$ cat src/rtl/video_fill_engine_if.sv
// Bus bundle for video_fill_engine: CPU-side config port plus the
// byte-write port that feeds soc_video (sel/wren/address/data).
// The engine connects through the slave modport; the CPU/bench side uses master.
interface video_fill_engine_if #(
    parameter int ADDR_W = 24
);
    logic              cfg_sel;
    logic [3:0]        cfg_wren;
    logic [3:0]        cfg_address;
    logic [31:0]       cfg_data_in;
    logic [31:0]       cfg_data_out;

    logic              video_sel;
    logic [3:0]        video_wren;
    logic [ADDR_W-1:0] video_address;
    logic [31:0]       video_data;

    modport master (
        output cfg_sel,
        output cfg_wren,
        output cfg_address,
        output cfg_data_in,
        input  cfg_data_out,
        input  video_sel,
        input  video_wren,
        input  video_address,
        input  video_data
    );

    modport slave (
        input  cfg_sel,
        input  cfg_wren,
        input  cfg_address,
        input  cfg_data_in,
        output cfg_data_out,
        output video_sel,
        output video_wren,
        output video_address,
        output video_data
    );
endinterface

$ cat src/rtl/video_fill_engine.sv
// video_fill_engine: bus-master fill engine in front of soc_video's CPU write
// port. The CPU programs DST/LEN/FILL and pulses START; the engine then issues
// LEN back-to-back byte writes of FILL into video memory.
// Optional build macro: VIDEO_FILL_WORD_EN -- aligned stretches with at least
// four bytes remaining are written as one full-word write (wren 1111).
module video_fill_engine #(
    parameter int ADDR_W     = 24,
    parameter int LEN_W      = 12,
    parameter int GAP_CYCLES = 0
) (
    input  logic                clk,
    input  logic                n_reset,
    video_fill_engine_if.slave  bus,
    output logic                busy,
    output logic                done_irq
);

    typedef enum logic [1:0] {
        ST_IDLE   = 2'd0,
        ST_WRITE  = 2'd1,
        ST_GAP    = 2'd2,
        ST_FINISH = 2'd3
    } state_t;

    // Shadow (programmed) registers
    logic [ADDR_W-1:0] dst_r;
    logic [LEN_W-1:0]  len_r;
    logic [7:0]        fill_r;
    logic              done_r;
    logic              busy_r;

    // Working copies for the active run
    state_t            state_r;
    logic [ADDR_W-1:0] work_addr_r;
    logic [LEN_W-1:0]  work_rem_r;
    logic [7:0]        work_fill_r;
    logic [15:0]       gap_cnt_r;

    // Registered outputs
    logic [31:0]       rd_data_r;
    logic              vid_sel_r;
    logic [3:0]        vid_wren_r;
    logic [ADDR_W-1:0] vid_addr_r;
    logic [31:0]       vid_data_r;

    // Decode / datapath helpers
    logic              cfg_wr_s;
    logic              cfg_rd_s;
    logic              wr_dst_s;
    logic              wr_len_s;
    logic              wr_fill_s;
    logic              wr_ctrl_s;
    logic              start_s;
    logic              abort_s;
    logic              done_clr_s;
    logic              st_word_s;
    logic              cur_word_s;
    logic              nxt_word_s;
    logic [ADDR_W-1:0] nxt_addr_s;
    logic [LEN_W-1:0]  nxt_rem_s;

    // Byte-lane merge of a config write into an existing register value
    function automatic logic [31:0] lane_merge(input logic [31:0] old_v,
                                               input logic [31:0] new_v,
                                               input logic [3:0]  en);
        logic [31:0] r;
        r = old_v;
        for (int i = 0; i < 4; i++) begin
            if (en[i]) begin
                r[i*8 +: 8] = new_v[i*8 +: 8];
            end else begin
                r[i*8 +: 8] = old_v[i*8 +: 8];
            end
        end
        return r;
    endfunction

    // Lane strobe for one write: full word, or one-hot from the low address bits
    function automatic logic [3:0] lane_strobe(input logic [1:0] a, input logic word);
        logic [3:0] s;
        if (word) begin
            s = 4'b1111;
        end else begin
            case (a)
                2'b00:   s = 4'b0001;
                2'b01:   s = 4'b0010;
                2'b10:   s = 4'b0100;
                2'b11:   s = 4'b1000;
                default: s = 4'b0001;
            endcase
        end
        return s;
    endfunction

    // Config access decode and write-size selection for the current/next write
    always_comb begin
        cfg_wr_s   = bus.cfg_sel && (bus.cfg_wren != 4'b0000);
        cfg_rd_s   = bus.cfg_sel && (bus.cfg_wren == 4'b0000);
        wr_dst_s   = 1'b0;
        wr_len_s   = 1'b0;
        wr_fill_s  = 1'b0;
        wr_ctrl_s  = 1'b0;
        case (bus.cfg_address)
            4'h0:    wr_dst_s  = cfg_wr_s;
            4'h4:    wr_len_s  = cfg_wr_s;
            4'h8:    wr_fill_s = cfg_wr_s;
            4'hC:    wr_ctrl_s = cfg_wr_s;
            default: wr_dst_s  = 1'b0;
        endcase
        start_s    = wr_ctrl_s && bus.cfg_wren[0] && bus.cfg_data_in[0];
        done_clr_s = wr_ctrl_s && bus.cfg_wren[0] && bus.cfg_data_in[2];
        abort_s    = wr_ctrl_s && bus.cfg_wren[0] && bus.cfg_data_in[3];

`ifdef VIDEO_FILL_WORD_EN
        st_word_s  = (dst_r[1:0] == 2'b00) && (len_r >= LEN_W'(3'd4));
        cur_word_s = (work_addr_r[1:0] == 2'b00) && (work_rem_r >= LEN_W'(3'd4));
`else
        st_word_s  = 1'b0;
        cur_word_s = 1'b0;
`endif
        if (cur_word_s) begin
            nxt_addr_s = work_addr_r + ADDR_W'(3'd4);
            nxt_rem_s  = work_rem_r - LEN_W'(3'd4);
        end else begin
            nxt_addr_s = work_addr_r + ADDR_W'(1'b1);
            nxt_rem_s  = work_rem_r - LEN_W'(1'b1);
        end
`ifdef VIDEO_FILL_WORD_EN
        nxt_word_s = (nxt_addr_s[1:0] == 2'b00) && (nxt_rem_s >= LEN_W'(3'd4));
`else
        nxt_word_s = 1'b0;
`endif
    end

    // Shadow registers: lane-masked CPU writes, independent of any active run
    always_ff @(posedge clk) begin
        if (!n_reset) begin
            dst_r  <= '0;
            len_r  <= '0;
            fill_r <= 8'h00;
        end else begin
            if (wr_dst_s) begin
                dst_r <= ADDR_W'(lane_merge(32'(dst_r), bus.cfg_data_in, bus.cfg_wren));
            end
            if (wr_len_s) begin
                len_r <= LEN_W'(lane_merge(32'(len_r), bus.cfg_data_in, bus.cfg_wren));
            end
            if (wr_fill_s && bus.cfg_wren[0]) begin
                fill_r <= bus.cfg_data_in[7:0];
            end
        end
    end

    // Fill FSM: run control, working copies, DONE/BUSY and the video write port
    always_ff @(posedge clk) begin
        if (!n_reset) begin
            state_r     <= ST_IDLE;
            busy_r      <= 1'b0;
            done_r      <= 1'b0;
            work_addr_r <= '0;
            work_rem_r  <= '0;
            work_fill_r <= 8'h00;
            gap_cnt_r   <= 16'd0;
            vid_sel_r   <= 1'b0;
            vid_wren_r  <= 4'b0000;
            vid_addr_r  <= '0;
            vid_data_r  <= 32'h0000_0000;
        end else begin
            // W1C first so that a same-cycle FINISH set overrides it
            if (done_clr_s) begin
                done_r <= 1'b0;
            end
            case (state_r)
                ST_IDLE: begin
                    vid_sel_r  <= 1'b0;
                    vid_wren_r <= 4'b0000;
                    if (start_s) begin
                        if (len_r != '0) begin
                            state_r     <= ST_WRITE;
                            busy_r      <= 1'b1;
                            work_addr_r <= dst_r;
                            work_rem_r  <= len_r;
                            work_fill_r <= fill_r;
                            vid_sel_r   <= 1'b1;
                            vid_addr_r  <= dst_r;
                            vid_wren_r  <= lane_strobe(dst_r[1:0], st_word_s);
                            vid_data_r  <= {4{fill_r}};
                        end else begin
                            // Empty run: no writes, DONE on the following edge
                            state_r <= ST_FINISH;
                        end
                    end
                end
                ST_WRITE: begin
                    if (abort_s) begin
                        state_r    <= ST_IDLE;
                        busy_r     <= 1'b0;
                        vid_sel_r  <= 1'b0;
                        vid_wren_r <= 4'b0000;
                    end else begin
                        work_addr_r <= nxt_addr_s;
                        work_rem_r  <= nxt_rem_s;
                        if (nxt_rem_s == '0) begin
                            state_r    <= ST_FINISH;
                            vid_sel_r  <= 1'b0;
                            vid_wren_r <= 4'b0000;
                        end else if (GAP_CYCLES > 0) begin
                            state_r    <= ST_GAP;
                            gap_cnt_r  <= 16'(GAP_CYCLES - 1);
                            vid_sel_r  <= 1'b0;
                            vid_wren_r <= 4'b0000;
                        end else begin
                            vid_sel_r  <= 1'b1;
                            vid_addr_r <= nxt_addr_s;
                            vid_wren_r <= lane_strobe(nxt_addr_s[1:0], nxt_word_s);
                            vid_data_r <= {4{work_fill_r}};
                        end
                    end
                end
                ST_GAP: begin
                    if (abort_s) begin
                        state_r    <= ST_IDLE;
                        busy_r     <= 1'b0;
                        vid_sel_r  <= 1'b0;
                        vid_wren_r <= 4'b0000;
                    end else if (gap_cnt_r == 16'd0) begin
                        state_r    <= ST_WRITE;
                        vid_sel_r  <= 1'b1;
                        vid_addr_r <= work_addr_r;
                        vid_wren_r <= lane_strobe(work_addr_r[1:0], cur_word_s);
                        vid_data_r <= {4{work_fill_r}};
                    end else begin
                        gap_cnt_r <= gap_cnt_r - 16'd1;
                    end
                end
                ST_FINISH: begin
                    vid_sel_r  <= 1'b0;
                    vid_wren_r <= 4'b0000;
                    state_r    <= ST_IDLE;
                    busy_r     <= 1'b0;
                    if (!(abort_s && busy_r)) begin
                        done_r <= 1'b1;
                    end
                end
                default: begin
                    state_r    <= ST_IDLE;
                    busy_r     <= 1'b0;
                    vid_sel_r  <= 1'b0;
                    vid_wren_r <= 4'b0000;
                end
            endcase
        end
    end

    // Registered config read port: loaded on read strobes, held otherwise
    always_ff @(posedge clk) begin
        if (!n_reset) begin
            rd_data_r <= 32'h0000_0000;
        end else if (cfg_rd_s) begin
            case (bus.cfg_address)
                4'h0:    rd_data_r <= 32'(dst_r);
                4'h4:    rd_data_r <= 32'(len_r);
                4'h8:    rd_data_r <= {24'h00_0000, fill_r};
                4'hC:    rd_data_r <= {28'h000_0000, 1'b0, done_r, busy_r, 1'b0};
                default: rd_data_r <= 32'h0000_0000;
            endcase
        end
    end

    assign bus.cfg_data_out  = rd_data_r;
    assign bus.video_sel     = vid_sel_r;
    assign bus.video_wren    = vid_wren_r;
    assign bus.video_address = vid_addr_r;
    assign bus.video_data    = vid_data_r;
    assign busy              = busy_r;
    assign done_irq          = done_r;

endmodule
$ cat src/flat_wrapper.sv
// flat-port wrapper written by rule: the top's interface ports become plain ports
module video_fill_engine_flat 
#(
    parameter int ADDR_W     = 24,
    parameter int LEN_W      = 12,
    parameter int GAP_CYCLES = 0
)
  (clk, n_reset, busy, done_irq, bus_cfg_sel, bus_cfg_wren, bus_cfg_address, bus_cfg_data_in, bus_cfg_data_out, bus_video_sel, bus_video_wren, bus_video_address, bus_video_data);
  video_fill_engine_if #(.ADDR_W(ADDR_W)) bus_i ();
  input  logic clk;
  input  logic n_reset;
  output logic busy;
  output logic done_irq;
  input wire logic [$bits(bus_i.cfg_sel)-1:0] bus_cfg_sel;
  input wire logic [$bits(bus_i.cfg_wren)-1:0] bus_cfg_wren;
  input wire logic [$bits(bus_i.cfg_address)-1:0] bus_cfg_address;
  input wire logic [$bits(bus_i.cfg_data_in)-1:0] bus_cfg_data_in;
  output wire logic [$bits(bus_i.cfg_data_out)-1:0] bus_cfg_data_out;
  output wire logic [$bits(bus_i.video_sel)-1:0] bus_video_sel;
  output wire logic [$bits(bus_i.video_wren)-1:0] bus_video_wren;
  output wire logic [$bits(bus_i.video_address)-1:0] bus_video_address;
  output wire logic [$bits(bus_i.video_data)-1:0] bus_video_data;
  assign bus_i.cfg_sel = bus_cfg_sel;
  assign bus_i.cfg_wren = bus_cfg_wren;
  assign bus_i.cfg_address = bus_cfg_address;
  assign bus_i.cfg_data_in = bus_cfg_data_in;
  assign bus_cfg_data_out = bus_i.cfg_data_out;
  assign bus_video_sel = bus_i.video_sel;
  assign bus_video_wren = bus_i.video_wren;
  assign bus_video_address = bus_i.video_address;
  assign bus_video_data = bus_i.video_data;
  video_fill_engine #(.ADDR_W(ADDR_W), .LEN_W(LEN_W), .GAP_CYCLES(GAP_CYCLES)) u_core (.clk(clk), .n_reset(n_reset), .bus(bus_i), .busy(busy), .done_irq(done_irq));
endmodule
$ cat config.mk
export PLATFORM = sky130hd
export DESIGN_NAME = video_fill_engine_flat
export DESIGN_NICKNAME = d
export VERILOG_FILES = /design/src/rtl/video_fill_engine_if.sv /design/src/rtl/video_fill_engine.sv /design/src/flat_wrapper.sv
export SDC_FILE = /design/constraint.sdc
export NUM_CORES = 1
export LEC_CHECK = 0
export ABC_AREA = 0
export CORE_AREA = 3 3 147 220
export DETAILED_ROUTE_END_ITERATION = 6
export DIE_AREA = 0 0 150 223
export PLACE_DENSITY = 0.52
export REMOVE_ABC_BUFFERS = 1
export SETUP_SLACK_MARGIN = 0.02
export SKIP_CTS_REPAIR_TIMING = 1
export SLEW_MARGIN = 40
export SYNTH_ARGS = -nofsm -noshare
export SYNTH_HDL_FRONTEND = slang
export SYNTH_SLANG_ARGS = --single-unit
export TNS_END_PERCENT = 50
$ cat constraint.sdc
create_clock -name clk -period 2.7 [get_ports clk]
set_input_delay 0.54 -clock clk [delete_from_list [all_inputs] [get_ports clk]]
set_output_delay 0.54 -clock clk [all_outputs]
set_load 0.02 [all_outputs]
==> impl_metrics.toml <==
[setup_path]
r2r_end = "u_core.bus.video_address[16]"
slowest_delay_ps = 580
critPathTopFamily = "simple AND/OR/NAND/NOR gates"
reg2reg_depth = 7
path_buf_inv = 1
cp_cell_sequence = "or4_4, or4_4, nor2_4, o221ai_2, or2_4, buf_4, o311a_1"
critPathLaunchType = "flip-flop"
arrival_ps = 2950
reg2reg_from = "u_core.gap_cnt_r[4]"
crit_path_end_kind = "flip-flop"
critPathMaxFanout = 5
critical_path_class = "flip-flop to flip-flop"
crit_top_cell = "or4_4"
cpMaxStageDelayCell = "or4_4"
ff2ff_setup_slack_ps = 80
cp.required_ps = 3030

[hold_path]
holdPathEnd = "u_core.bus.video_address[22]"
worstHoldStart = "u_core.bus.video_address[22]"
hold_class = "flip-flop to flip-flop"
worstHoldPathCells = 2

[logic_synthesis]
netlist_area_um2 = 9080
syn_inst = 1137
ys_async_sr_fraction_pct = 0
yosys.area.top_type_share_pct = 37.3
ys_warn_count = 0
synth-seq-cells = 169
yosys.cell_types.count = 75
synth_edf_count = 0
synth_top_area_cell = "dfxtp_1"
synthTopCellsByArea = "dfxtp_1, mux2i_1, a21oi_1"
yosysSeqAreaShare_pct = 37.3
avgSynthCellArea_um2 = 7.99
synthFlopType = "dfxtp_1"

[floorplanning]
core_area_um2 = 30400
fp.dieW_um = 150
core.rowCount = 78
num_io_pins = 138
start_util_pct = 29.8
die-area_um2 = 33500
die_h_um = 223

[placed_design]
routabilityCongestion = 0.871
place_area_um2 = 11000
numPortBuffers = 121
dpl.hpwl_um = 23000
post-place-cells = 1636

[clock_network]
cts_tree = "yes"
clkSlewWorstSetupHoldPaths_ps = 70
cts.sinks = 169
clock_latency_ps = 450
ctsHtreeMaxLevel = 4
clockRootBuffer = "clkbuf_16"
clk_path_buf_depth = 2
numCtsBuffers = 17

[cells_and_area]
final_cells = 1665
layout.nets = 1313
drive_gt1_share_pct = 12.4
area_delta_synth_final_pct = 28.2
final_area_um2 = 11600
final_cell_mix = "dfxtp_1, clkdlybuf4s50_1, nand2_1"
diodes = 0
final_common_cell = "dfxtp_1"

[global_route]
use_met1_pct = 21.8
grt.busiest_layer = "met2"
grt_pass1_wl_um = 49700
globalRouteOverflowTotal = 0
first_global_vias = 8711
grt_util_met3_pct = 2.84
grt_max_degree = 69
use_met2_pct = 34.4
antenna_found_initial = 0
grt_use_total_pct = 18.9

[route]
route.detailed.drc = 0
ant_nets = 0
drtPass1Iterations = 5
routed_wirelength_um = 31800
vias = 8991
vias_per_cell = 5.40
drtIter0Drc = 747
wl_per_cell_um = 19.1

[sta]
fin_crit_ps = 2620
slew_headroom_pct = 55.8
hold_violations = 0
max_freq_mhz = 382
skew_ps = 15.8
grt_setup_unrepaired = "false"
tightest_slew_ps = 657
timing.final.crit_share_pct = 97.1
drv_slew = 0
setup_viol = 0

[power]
vdd_drop_max_v = 0.000606
p_per_area_nw_per_um2 = 804
p_leak_nw = 4.16

[outcome]
status = "finished, final reports clean"

[run]
maxCapViolations = 0
-- Yosys cell counts (all sizes together) (23+ instances only) --
master and number:
mux2i 52, nand3 71, o211ai 33, buf 44, dfxtp 169, nand2 115
o31ai 24, o21ai 62, nor2 106, clkbuf 82, inv 23, a21oi 87
-- flip-flops by register name, indices dropped and copies added, names as in the netlist --
register	cells
u_core.bus.cfg_data_out	24
u_core.bus.video_address	24
u_core.dst_r	24
u_core.work_addr_r	24
u_core.gap_cnt_r	16
u_core.len_r	12
u_core.work_rem_r	12
u_core.bus.video_data	8
u_core.fill_r	8
u_core.work_fill_r	8
u_core.bus.video_wren	4
u_core.state_r	2
u_core.bus.video_sel	1
u_core.busy	1
u_core.done_irq	1
-- routing by layer --
layer  up-vias  routed length [um]
li1       4359                   -
met2       242               16700
met3        56                1260
met4         0                1020
met1      4334               12800
met5         -                   0
-- report_power, final --
part,switching [W],internal [W],total [W]
logic,0.00249,0.00165,0.00414
clock network,0.00103,0.00134,0.00237
registers,0.000166,0.00269,0.00286
total,0.00368,0.00568,0.00936
-- per-stage QoR --
step / setup TNS (ps) / hold WS [ps] / util, % / power, W / setup slack, ps
2_1_floorplan: -112870 / 436 / - / 0.00505 / -2050
3_3_place_gp: -8930 / 444 / 36.3 / 0.00690 / -203
3_5_place_dp: -10250 / 448 / 36.3 / 0.00695 / -238
4_1_cts: -753 / 456 / 38.0 / 0.00934 / -135
5_1_grt: 0 / 479 / 38.2 / 0.00989 / 20.2
6_report: 0 / 458 / 38.2 / 0.00936 / 79.4
-- worst max path at each step --
stage                    startpoint                           end  slack (ps)  cells past startpoint
4_1_cts        u_core.work_rem_r[1]  u_core.bus.video_address[14]        -140                     10
3_3_place_gp     bus_cfg_address[0]         u_core.work_rem_r[11]        -200                      8
6_report        u_core.gap_cnt_r[4]  u_core.bus.video_address[16]          80                      7
3_5_place_dp     bus_cfg_address[2]  u_core.bus.video_address[14]        -240                      9
5_1_grt         u_core.gap_cnt_r[4]  u_core.bus.video_address[16]          20                      7
2_1_floorplan     u_core.state_r[1]   u_core.bus.video_address[1]       -2050                      6
-- final cells by class --
class / instances / area, um^2
clock buffers: 20 / 437
clock inverters: 8 / 103
fillers: 3186 / 18800
inverters: 26 / 100
multi-input cells: 823 / 5070
flip-flops and latches: 169 / 3380
well taps: 400 / 500
repair buffers: 219 / 2040
-- worst reg2reg max path: stages (launching register included) --
cell      delay, ps
dfxtp_2         350
or4_4           570
or4_4           580
nor2_4          100
o221ai_2        110
or2_4           280
buf_4           170
o311a_1         340
-- logic make-up after synthesis --
| group | synth area share [%] |
|---|---|
| multiplexers | 6.23 |
| adder cells (fa/ha/maj) | 1.93 |
| other | 0.0413 |
| XOR/XNOR | 1.06 |
| buffers and inverters | 7.84 |
| AO/OA/AOI/OAI | 23.8 |
| AND/OR/NAND/NOR | 21.8 |
| flip-flops | 37.3 |
No activity file was read; power rests on OpenSTA's default activity.
